<file path="src/rtl/fht_io_ctrl.sv">
// fht_io_ctrl: loads a serial frame into the 4-bank FHT core, starts it and
// streams the result back. Ports: iCLK/iRESET; iVALID/iDATA/oREADY input
// stream; oWE/oADDR_WR/oDATA_WR core load port; oSTART/iFHT_RDY core control;
// oADDR_RD/iRAM_0..3 core read port; oVALID/oDATA/oLAST/iREADY output
// stream; oBUSY/oDONE/oERR status.
module fht_io_ctrl #(
  parameter int D_BIT   = 16,
  parameter int A_BIT   = 8,
  parameter int RD_LAT  = 1,
  parameter int TIMEOUT = 65535
) (
  input  logic             iCLK,
  input  logic             iRESET,
  input  logic             iVALID,
  input  logic [D_BIT-1:0] iDATA,
  output logic             oREADY,
  output logic [3:0]       oWE,
  output logic [A_BIT-1:0] oADDR_WR,
  output logic [D_BIT-1:0] oDATA_WR,
  output logic             oSTART,
  input  logic             iFHT_RDY,
  output logic [A_BIT-1:0] oADDR_RD,
  input  logic [D_BIT-1:0] iRAM_0,
  input  logic [D_BIT-1:0] iRAM_1,
  input  logic [D_BIT-1:0] iRAM_2,
  input  logic [D_BIT-1:0] iRAM_3,
  output logic             oVALID,
  output logic [D_BIT-1:0] oDATA,
  output logic             oLAST,
  input  logic             iREADY,
  output logic             oBUSY,
  output logic             oDONE,
  output logic             oERR
);

  typedef enum logic [2:0] {
    S_LOAD, S_START, S_WAIT, S_RD, S_RDW, S_DRAIN
  } state_t;

  localparam int K_BIT = A_BIT + 2;
  localparam logic [A_BIT-1:0] A_LAST = '1;
  localparam logic [31:0] TO_LIM = 32'(TIMEOUT - 1);
  localparam logic [2:0] LAT_LIM = 3'(RD_LAT - 1);

  state_t state, state_nx;

  logic [K_BIT-1:0] k;
  logic [A_BIT-1:0] a;
  logic [1:0]       b;
  logic [2:0]       lat_cnt;
  logic [31:0]      to_cnt;
  logic             fht_prev;
  logic [D_BIT-1:0] rd_buf [4];

  logic [3:0]       we;
  logic [A_BIT-1:0] addr_wr;
  logic [D_BIT-1:0] data_wr;
  logic [A_BIT-1:0] addr_rd;
  logic             done;
  logic             err;

  logic in_hs, out_hs, fht_rise, to_hit, lat_done;

  assign in_hs    = iVALID && (state == S_LOAD);
  assign out_hs   = iREADY && (state == S_DRAIN);
  assign fht_rise = iFHT_RDY && !fht_prev;
  assign to_hit   = (TIMEOUT != 0) && (to_cnt == TO_LIM);
  assign lat_done = (lat_cnt == LAT_LIM);

  always_comb begin
    state_nx = state;
    unique case (state)
      S_LOAD:  if (in_hs && (k == '1)) state_nx = S_START;
      S_START: state_nx = S_WAIT;
      S_WAIT: begin
        if (fht_rise)    state_nx = S_RD;
        else if (to_hit) state_nx = S_LOAD;
      end
      S_RD:    state_nx = S_RDW;
      S_RDW:   if (lat_done) state_nx = S_DRAIN;
      S_DRAIN: begin
        if (out_hs && (b == 2'd3))
          state_nx = (a == A_LAST) ? S_LOAD : S_RD;
      end
      default: state_nx = S_LOAD;
    endcase
  end

  always_ff @(posedge iCLK) begin
    if (iRESET) begin
      state    <= S_LOAD;
      k        <= '0;
      a        <= '0;
      b        <= '0;
      lat_cnt  <= '0;
      to_cnt   <= '0;
      fht_prev <= 1'b0;
      we       <= '0;
      addr_wr  <= '0;
      data_wr  <= '0;
      addr_rd  <= '0;
      done     <= 1'b0;
      err      <= 1'b0;
      for (int i = 0; i < 4; i++) rd_buf[i] <= '0;
    end else begin
      state    <= state_nx;
      we       <= '0;
      done     <= 1'b0;
      // Sampled every cycle so the START cycle leaves the current
      // level in place; a level already high then cannot qualify.
      fht_prev <= iFHT_RDY;
      if (in_hs) begin
        we      <= 4'b0001 << k[1:0];
        addr_wr <= k[K_BIT-1:2];
        data_wr <= iDATA;
        k       <= k + K_BIT'(1);
        err     <= 1'b0;
      end
      if (state == S_START) to_cnt <= '0;
      if (state == S_WAIT) begin
        to_cnt <= to_cnt + 32'd1;
        if (fht_rise) begin
          a       <= '0;
          addr_rd <= '0;
        end else if (to_hit) begin
          err <= 1'b1;
          k   <= '0;
        end
      end
      if (state == S_RD) lat_cnt <= '0;
      if (state == S_RDW) begin
        lat_cnt <= lat_cnt + 3'd1;
        if (lat_done) begin
          rd_buf[0] <= iRAM_0;
          rd_buf[1] <= iRAM_1;
          rd_buf[2] <= iRAM_2;
          rd_buf[3] <= iRAM_3;
          b         <= '0;
        end
      end
      if (out_hs) begin
        b <= b + 2'd1;
        if (b == 2'd3) begin
          if (a == A_LAST) begin
            done <= 1'b1;
            k    <= '0;
          end else begin
            a       <= a + A_BIT'(1);
            addr_rd <= a + A_BIT'(1);
          end
        end
      end
    end
  end

  assign oREADY   = (state == S_LOAD);
  assign oSTART   = (state == S_START);
  assign oWE      = we;
  assign oADDR_WR = addr_wr;
  assign oDATA_WR = data_wr;
  assign oADDR_RD = addr_rd;
  assign oVALID   = (state == S_DRAIN);
  assign oDATA    = rd_buf[b];
  assign oLAST    = oVALID && (a == A_LAST) && (b == 2'd3);
  assign oBUSY    = (state != S_LOAD) || (k != '0);
  assign oDONE    = done;
  assign oERR     = err;

endmodule

</file>
<file path="config.mk">
export PLATFORM = sky130hd
export DESIGN_NAME = fht_io_ctrl
export DESIGN_NICKNAME = d
export VERILOG_FILES = /design/src/rtl/fht_io_ctrl.sv
export SDC_FILE = /design/constraint.sdc
export NUM_CORES = 1
export LEC_CHECK = 0
export ABC_CLOCK_PERIOD_IN_PS = 3400
export CAP_MARGIN = 20
export CORE_UTILIZATION = 55
export DETAILED_ROUTE_END_ITERATION = 6
export DONT_BUFFER_PORTS = 1
export GPL_TIMING_DRIVEN = 0
export PLACE_DENSITY = 0.7
export SYNTH_ARGS = -nofsm -noshare
export SYNTH_HDL_FRONTEND = slang
export SYNTH_SLANG_ARGS = --single-unit
</file>
<file path="constraint.sdc">
create_clock -name iCLK -period 3.4 [get_ports iCLK]
set_input_delay 0.68 -clock iCLK [delete_from_list [all_inputs] [get_ports iCLK]]
set_output_delay 0.68 -clock iCLK [all_outputs]
set_load 0.05 [all_outputs]
</file>
* Yosys cells after proc, flatten, opt, wreduce, memory -nomap -nowiden
Memory sizes are Yosys's and may differ from the RTL's. A register that Yosys moved wholly into a read port is not among the register bits.
Index checks and enable logic that the tools add are counted.
** Word-level totals
- Memories kept :: 1
- Bits in registers :: 97
- Bits of input ports :: 85
- Bits in writable memories :: 64
- Latch bits :: 0
- Output and inout bits :: 59
- ROM bits :: 0
** Cells by class
- Magnitude comparators :: 0
- Bitwise operators :: 7
- Div/mod/pow operators :: 0
- Shift operators :: 1
- $mul :: 0
- Reductions and logical operators :: 21
- Equality and inequality tests :: 13
- Mux-type cells :: 48
- Add/subtract/negate cells :: 5
** Memory list
- rd_buf :: words 4, bits a word 16, read ports 1, clocked after memory_dff 1, wr ports 4, RTL line 53 : logic [D_BIT-1:0] rd_buf [4];
** Operator list (count)
- 2-to-1 mux 8 bit :: 10
- 2-to-1 mux 10 bit :: 7
- 2-to-1 mux 16 bit :: 4
- 2-to-1 mux 32 bit :: 2
- adder 32 x 1 -> 32 bit, second input constant :: 1
- equality test 32 x 16 -> 1 bit, second input constant :: 1
- 2-to-1 mux 3 bit :: 7
- case mux 3 bit (6 select lines) :: 1
- 2-to-1 mux 2 bit :: 6
- 2-to-1 mux 1 bit :: 11
- adder 10 x 1 -> 10 bit, second input constant :: 1
- equality test 10 bit, second input constant :: 1
- nonzero test 10 bit :: 1
- adder 8 x 1 -> 8 bit, second input constant :: 1
- equality test 8 bit, second input constant :: 1
- nonzero test 2 bit :: 4
- logical AND 1 bit :: 7
- equality test 3 x 2 -> 1 bit, second input constant :: 2
- equality test 3 bit, second input constant :: 2
- zero test 3 bit :: 2
- != test 2 x 1 -> 1 bit, second input constant :: 2
- OR 1 bit :: 4
- AND reduction 4 bit :: 1
- left shift 1 x 2 -> 4 bit, first input constant :: 1
- other kinds (13) :: 15

* Logic depth before layout (Yosys ltp)
Gate-level depths: netlist (run 1).
- Depth in word-level cells :: 9
- Gate-level depth with buffers :: 7
- Mapped depth without buffers :: 6

* Worst setup path after synthesis (run 1)
Ideal clock, no wire load.
- Path kind :: register -> output
- Start point :: register state[1]
- End point :: output oBUSY
- Path buffers :: 1
- Slack :: 0.122 ns
- Arrival time :: 2.598 ns
- Cell stages (with the launch flop) :: 4
- Path through :: dfxtp_1 > buf_4 > nor3_1 > nand4_1
** Between the ends
- Word-level cells in the longest chain between the ends :: 2
** RTL lines
- from (decl) :: RTL line 45 : state_t state, state_nx;
- from (signal assigned) :: RTL line 106 : state <= state_nx;
- nonzero test 3 bit :: RTL line 165 : assign oBUSY = (state != S_LOAD) || (k != '0);
- logical OR 1 bit :: RTL line 165
- to (decl) :: RTL line 31 : output logic oBUSY,
No other way between the ends.

==> metrics list, run 1 <==
- Number of iterations in the first detailed-routing pass: 7
- Synthesis-to-finish area growth: 11.85%
* Number of synthesized flops with an enable pin: 64
- Number of hold violations in the final report: 0
- The clock net in this run drives a total of 163 sinks.
- In this run the post-CTS setup repair buffer count came out at 0.
- Largest net degree at the start of global routing: 37
- Setup violations remaining at the end of the flow were counted as 0.
- The completed layout was analyzed and its total power is 0.004280 W.
- Cell depth of the worst min-delay path: 2
- Mapped Avg Cell Area: 10.53 µm²
- Summed over all layers, the routed wires come to 17330 µm.
- Vias in the first global route: 5261
- Total number of vias: 5564
- Die boundary height: 118.5 µm
- For this run the aggregate overflow at the end of global routing stands at 0.
* Max Root-Sink Buffers: 2
* Run status: completed
- The Yosys step of the flow raised 0 warnings.
* Clk Tree Root Cell: sky130_fd_sc_hd__clkbuf_16
* Critical path capture point type: primary output
* Min cycle time layout: 3.026 ns
- Post-synthesis cell area: 7465 µm²
- Startpoint type of the worst setup path: register
- In the global route stage, overall resource usage came out at 25.33%.
* Final cycle utilization of the critical path: 88.99%
* DRC violation total after the first TritonRoute iteration: 414
- In this run the worst path has a maximum fanout of 10.
- Average vias per placed instance: 6.054
- The worst hold path begins at iDATA[15].
* Later-pin clock latency in the skew report: 0.43 ns
- The worst pin sits at a relative slew slack of 43.85%.
- Ratio of cells with drive above 1 in the final layout: 13.75%
- At the worst endpoint, the required time is 2.72 ns.
- For this configuration, the core starts out at a cell density of 56.37%.
- 144 I/O pins were placed.
* Worst slew pin tran: 0.8393 ns
- For this design the static power due to leakage is 2.961 nW.
* Antenna-violating nets left: 0
- Clock skew after layout: 0.01234 ns
* Post-CTS Hold Buffers: 0
- Aggregate negative setup slack: 0 ns
- In this run the core area contains 42 standard-cell rows.
- Number of synthesized register bits: 163
* Final RePlAce weighted congestion: 0.8491
- After the last flow step, the layout net total stands at 823.
* Flop-to-flop setup slack: 0.69 ns
- Max Slew Vio Count: 0
- Power density relative to cell area: 512.6 nW/µm²
- The number of nets handed over by synthesis was 802.
- Number of CTS-inserted buffers: 17
- Depth of the worst register-to-register path: 5
- Chain of cells forming the critical path: clkbuf_1 -> buf_2 -> mux4_2
- Detailed placement finished with a half-perimeter wire length of 12130 µm.
- Crit path kind: register to primary output
- VDD sags by at most 0.3973 mV.
* Critical path's largest stage delay: 0.73 ns
* Upper clock frequency limit: 330.5 MHz
- The H-tree was split into 4 levels.
- Die X: 118.5 µm
- TritonCTS built the clock tree.
- After clock tree synthesis, the clock-pin slew on the worst setup and hold paths is 0.06 ns.
- Core box area: 13240 µm²
- Synthesis instantiated 68 different standard cells from the library.
- Area enclosed by the die boundary: 14040 µm²
* Routed wire per std cell: 18.86 µm
* Worst path slowest cell: sky130_fd_sc_hd__mux4_2
- Portion of the post-synthesis area used by sequential elements: 52.30%
- Capture endpoint of the worst hold path: oDATA_WR[15]
- Unrepaired setup endpoints after global routing: no
* Remaining DRCs: 0
- In the synthesized netlist the async set-or-reset flop fraction comes to 0%.
- The worst register-to-register path ends at rd_buf[3][8].
- In this run the worst hold path is classified as input port to register.
* FF-to-FF Start: state[1]
- Number of antenna violations at the first check in global routing: 1
* Number of max-cap violations: 0
- Arrival time reported for the critical path endpoint: 2.35 ns
* First-pass GRT wire length: 27460 µm
- Number of resized instances in the post-cts repair step: 0
* Predominant post-synthesis flop cell: sky130_fd_sc_hd__dfxtp_1
* Fin worst setup slack: 0.3742 ns
* Number of input and output port buffers inserted: 0
- The cell count after synthesis came out at 709.
* Minimum setup slack after placement: 0.7180 ns
-- cells in the mapped netlist (3+ instances only) --
library cell / count / share of area, %
sky130_fd_sc_hd__o211ai_1: 3 / 0.30
sky130_fd_sc_hd__and3_1: 15 / 1.3
sky130_fd_sc_hd__o21ai_0: 9 / 0.60
sky130_fd_sc_hd__clkbuf_1: 28 / 1.4
sky130_fd_sc_hd__nor4_1: 9 / 0.75
sky130_fd_sc_hd__a311oi_1: 4 / 0.47
sky130_fd_sc_hd__buf_2: 11 / 0.74
sky130_fd_sc_hd__nand2b_1: 5 / 0.42
sky130_fd_sc_hd__nand3b_1: 3 / 0.30
sky130_fd_sc_hd__a21oi_1: 60 / 4.0
sky130_fd_sc_hd__xor2_1: 5 / 0.59
sky130_fd_sc_hd__nor3_1: 26 / 1.7
sky130_fd_sc_hd__or3_1: 5 / 0.42
sky130_fd_sc_hd__mux2_2: 12 / 1.8
sky130_fd_sc_hd__mux4_2: 16 / 4.8
sky130_fd_sc_hd__xnor2_1: 7 / 0.82
sky130_fd_sc_hd__o21a_1: 4 / 0.40
sky130_fd_sc_hd__nor2_1: 28 / 1.4
sky130_fd_sc_hd__nor4_2: 3 / 0.50
sky130_fd_sc_hd__nand3_1: 30 / 2.0
sky130_fd_sc_hd__edfxtp_1: 64 / 26
sky130_fd_sc_hd__and4_1: 5 / 0.59
sky130_fd_sc_hd__nor2b_1: 4 / 0.34
sky130_fd_sc_hd__nand4_1: 14 / 1.2
sky130_fd_sc_hd__dfxtp_1: 99 / 27
sky130_fd_sc_hd__a31o_2: 7 / 0.82
sky130_fd_sc_hd__o311ai_0: 3 / 0.35
sky130_fd_sc_hd__and2_1: 65 / 5.4
sky130_fd_sc_hd__nand4b_1: 7 / 0.82
sky130_fd_sc_hd__nor3b_1: 3 / 0.30
sky130_fd_sc_hd__nand2_1: 83 / 4.2
sky130_fd_sc_hd__or4_1: 4 / 0.40
sky130_fd_sc_hd__inv_1: 14 / 0.70
sky130_fd_sc_hd__ha_1: 8 / 1.3
-- state kept, by name, indices dropped and copies added, names as in the netlist, named ones only --
signal and cells:
oERR 1, b 2, to_cnt 32, state 3
oDATA_WR 16, oDONE 1, fht_prev 1, oADDR_WR 8
rd_buf 64, oADDR_RD 8, oWE 4, k 10
a 8, lat_cnt 3
-- through the flow --
step                      instance area, µm²  utilization (%)  hold slack [ns]  cells
after global placement                  7685            58.03           0.4874    885
after CTS                               8347            63.03           0.3710    918
final                                   8349            63.05           0.3761    919
after detailed placement                7720            58.30           0.4951    887
after global routing                    8349            63.05           0.3704    919
after floorplan                         7465                -           0.4656    709
-- placed cells by master (no fill, tap or decap), types with 4 or more instances in the layout --
master                      count
sky130_fd_sc_hd__inv_4          4
sky130_fd_sc_hd__a21oi_1       60
sky130_fd_sc_hd__or4_1          4
sky130_fd_sc_hd__and2_1        65
sky130_fd_sc_hd__o21ai_0        9
sky130_fd_sc_hd__and3_1        15
sky130_fd_sc_hd__nand2b_1       5
sky130_fd_sc_hd__clkbuf_16     20
sky130_fd_sc_hd__nor3_1        25
sky130_fd_sc_hd__nand2_1       82
sky130_fd_sc_hd__buf_2         11
sky130_fd_sc_hd__xor2_1         5
sky130_fd_sc_hd__and4_1         5
sky130_fd_sc_hd__edfxtp_1      64
sky130_fd_sc_hd__nand4_1       14
sky130_fd_sc_hd__nand3_1       30
sky130_fd_sc_hd__ha_1           8
sky130_fd_sc_hd__inv_1         14
sky130_fd_sc_hd__nor4_1         9
sky130_fd_sc_hd__or3_1          5
sky130_fd_sc_hd__o21a_1         4
sky130_fd_sc_hd__nand4b_1       7
sky130_fd_sc_hd__dfxtp_1       99
sky130_fd_sc_hd__xnor2_1        7
sky130_fd_sc_hd__mux2_2        12
sky130_fd_sc_hd__nor2b_1        4
sky130_fd_sc_hd__a311oi_1       4
sky130_fd_sc_hd__a31o_2         7
sky130_fd_sc_hd__clkbuf_1      28
sky130_fd_sc_hd__mux4_2        16
sky130_fd_sc_hd__nor2_1        28
-- per-layer routing --
layer	wire [µm]	vias to the layer above	track usage [%]
li1	-	2629	-
met1	7217	2688	31.74
met2	8279	217	40.85
met3	1542	30	8.591
met4	295	0	8.940
met5	0	-	0
-- critical path, delay by kind of cell (launching register included) --
kind,cells,cell delay [ns]
flops,1,0.30
buf+inv,2,0.89
mux,1,0.73
-- how the worst max path moves through the flow --
stage | start | endpoint | slack, ns
2_1_floorplan | state[1] | oBUSY | 0.12
3_3_place_gp | iRESET | rd_buf[0][15] | -0.30
3_5_place_dp | iRESET | rd_buf[1][9] | 0.72
4_1_cts | register | oDATA[11] | 0.31
5_1_grt | register | oDATA[11] | 0.21
6_report | register | oDATA[13] | 0.37
-- where the power goes --
group,internal [W],switching (W)
logic,0.0000342,0.000103
registers,0.00207,0.0000628
clock network,0.00123,0.000782
-- area by class of cell --
type                    count  area, µm²
well taps                 176      220.2
multi-input cells         486       3306
flip-flops and latches    163       3904
diodes                      1      2.502
clock buffers              21      514.2
plain buffers              45      206.4
inverters                  15      56.30
fillers                  1048       4893
clock inverters            10      112.6
repair buffers              2      27.53
-- cells by family (layout without fill, tap and decap cells) --
group | after synthesis | after routing | share of synthesized area (%)
simple gates | 329 | 329 | 25.41
mux | 30 | 30 | 6.923
compound gates | 107 | 107 | 9.102
buf+inv | 60 | 93 | 3.520
fa+ha+maj | 8 | 8 | 1.341
other cells | 0 | 1 | 0
flops | 163 | 163 | 52.30
xor+xnor | 12 | 12 | 1.408
Power figures use the tool's default switching activity.
==> run 2: changes to the inputs <==
--- a/config.mk
+++ b/config.mk
@@ -9,3 +9,3 @@
 export CAP_MARGIN = 20
-export CORE_UTILIZATION = 55
+export CORE_UTILIZATION = 45
 export DETAILED_ROUTE_END_ITERATION = 6
@@ -13,3 +13,3 @@
 export GPL_TIMING_DRIVEN = 0
-export PLACE_DENSITY = 0.7
+export MAX_ROUTING_LAYER = met4
 export SYNTH_ARGS = -nofsm -noshare
--- a/constraint.sdc
+++ b/constraint.sdc
@@ -3,2 +3,2 @@
 set_output_delay 0.68 -clock iCLK [all_outputs]
-set_load 0.05 [all_outputs]
+set_load 0.005 [all_outputs]
==> metrics list, run 2 (synthesis gave the netlist of run 1 again) <==
- Run status: completed
* Cell Area, Placed: 7757 µm²
- For the worst setup path, the data required time is 2.72 ns.
* Largest net degree at the start of global routing: 38
- Clk Tree Root Cell: sky130_fd_sc_hd__clkbuf_16
- Die X: 130.8 µm
* Largest register FFs: 64
- First-pass GRT wire length: 27520 µm
* Routed wire per std cell: 18.46 µm
- Max Slew Vio Count: 0
* Clock network fraction of total power: 45.7%
* Post-CTS Hold Buffers: 0
* Comb power frac: 2.6%
- Setup slack closes at 0.4812 ns.
- The die is 130.8 µm tall.
- Clock tree from TritonCTS: built
- The core region is 16060 µm².
- Initial cell density of the core: 46.49%
- The count of cells in the finished layout, fillers not included, comes to 958.
- In this run, CTS created clock tree buffers numbering 17.
- The worst register-to-register path ends at rd_buf[1][5].
- In this run the critical register-to-register path is launched from state[1].
* Number of cells after detailed placement: 926
- Max-cap violations in this run came to 0.
* Final cell area excluding filler cells: 8330 µm²
* Clock skew after layout: 0.008011 ns
- Upper clock frequency limit: 342.6 MHz
- Max Root-Sink Buffers: 2
- For this design the total switching power over the nets is 0.0008869 W.
- GRT overflow: 0
- CTS clock-pin slew for the worst setup and hold paths: 0.07 ns
- Synthesis-to-finish area growth: 11.60%
* Critical path's largest stage delay: 0.60 ns
- Maximum level of the CTS H-tree: 4
* Worst hold slack: 0.3804 ns
* Hold path startpoint: iDATA[12]
- Register bank with the most flops: rd_buf
* Number of iterations in the first detailed-routing pass: 5
* Cell depth of the worst min-delay path: 2
- Worst path slowest cell: sky130_fd_sc_hd__mux4_2
* Total number of vias: 5505
* Slew Limit Headroom: 40.63%
* DRC violation total after the first TritonRoute iteration: 275
- Leaving out fill and tap cells, the most frequent cells in the layout are sky130_fd_sc_hd__dfxtp_1, sky130_fd_sc_hd__nand2_1, sky130_fd_sc_hd__and2_1.
- Maximum VDD drop: 0.3556 mV
- Tot GR Track Use: 21.93%
* Depth of the worst register-to-register path: 5
- Post-CTS timing repair inserted 0 buffers for setup.
- The repair_antennas step left the layout with diodes totalling 0.
- Sink Count: 163
- The initialized floorplan defines 46 standard-cell rows.
- The number of hold violations in the final report was 0.
- Setup slack on the worst reg-to-reg path comes out at 0.72 ns.
- Antenna-violating nets left: 0
- Critical path capture point type: primary output
- At the end of the flow, the number of nets in the layout was 822.
- Arrival time reported for the critical path endpoint: 2.24 ns
- For hold timing, the worst endpoint is oDATA_WR[12].
- In the routed layout, each cell is associated on average with a via count of 5.746.
* Power density relative to cell area: 485.6 nW/µm²
- Cells fill 51.88% of the core in the end.
- Worst slew pin tran: 0.8874 ns
* Vias in the first global route: 5317
- Number of resized instances in the post-cts repair step: 0
- The share of total power dissipated in sequential elements is 51.6%.
* Finish-stage setup viols: 0
* Net switching share of the total power: 21.92%
* Hold crit path type: input port to register
* Number of antenna violations at the first check in global routing: 0
- Wires add up to 17680 µm.
- Dividing the final minimum period by the clock period gives 85.85%.
- The clock period could shrink to 2.919 ns.
- Final RePlAce weighted congestion: 0.8778
- IO Pins: 144
- The internal portion of the total power is 0.003159 W.
- The HPWL after detailed placement is 12700 µm.
- The critical path in this run is classified as register to primary output.
* Largest fanout on the critical path: 10
- Chain of cells forming the critical path: clkbuf_1 -> buf_2 -> mux4_2
* Leading cell type in the layout, fill and taps excluded: sky130_fd_sc_hd__dfxtp_1
- The die covers 17110 µm².
- Ratio of cells with drive above 1 in the final layout: 13.34%
* Startpoint type of the worst setup path: register
- Remaining DRCs: 0
- In this run the static leakage power is 2.923 nW.
- Minimum setup slack after placement: 0.6087 ns
* Unrepaired setup endpoints after global routing: no
- During placement, the flow inserted port buffers numbering 0.
* Later-pin clock latency in the skew report: 0.43 ns
-- run 2: worst max-delay path by stage --
| stage | start | end |
|---|---|---|
| 2_1_floorplan | iRESET | rd_buf[0][0] |
| 3_3_place_gp | iRESET | rd_buf[0][6] |
| 3_5_place_dp | iRESET | rd_buf[0][6] |
| 4_1_cts | register | oDATA[13] |
| 5_1_grt | register | oDATA[13] |
| 6_report | register | oDATA[13] |
-- run 2: layout make-up --
class	count	area, µm²
fill	1442	7727
sequential	163	3904
multi-input combinational	486	3301
clock buffer	23	504.2
tap	216	270.3
buffer	45	206.4
clock inverter	9	68.82
inverter	15	56.30
timing repair buffer	1	20.02
-- run 2: per-stage QoR --
step	TNS [ns]	total power [W]
CTS	0	0.004082
global placement	-27.25	0.002235
finish	0	0.004046
floorplan	0	0.002203
global route	0	0.004170
detailed placement	0	0.002240
-- run 2: power groups by stage --
stage | Clock [W] | Sequential, W | Combinational [W]
floorplan | 0 | 0.00213 | 0.0000774
global placement | 0 | 0.00213 | 0.000102
detailed placement | 0 | 0.00213 | 0.000108
CTS | 0.00188 | 0.00209 | 0.000108
global route | 0.00196 | 0.00209 | 0.000121
finish | 0.00185 | 0.00209 | 0.000107
-- run 2: worst max-delay path, delay by kind of cell, from the launching register on --
kind / cells / cell delay, ns
buffers and inverters: 2 / 0.90
flip-flops: 1 / 0.31
multiplexers: 1 / 0.60
-- run 2: metal layers --
| metal | share of wire (%) | routed length (µm) | global-route usage [%] | vias to the layer above |
|---|---|---|---|---|
| met5 | 0 | 0 | - | - |
| met3 | 7.5 | 1323 | 6.474 | 28 |
| met1 | 43 | 7569 | 26.92 | 2657 |
| met4 | 2.3 | 404 | 9.466 | 0 |
| met2 | 47 | 8382 | 33.52 | 188 |
| li1 | - | - | - | 2632 |
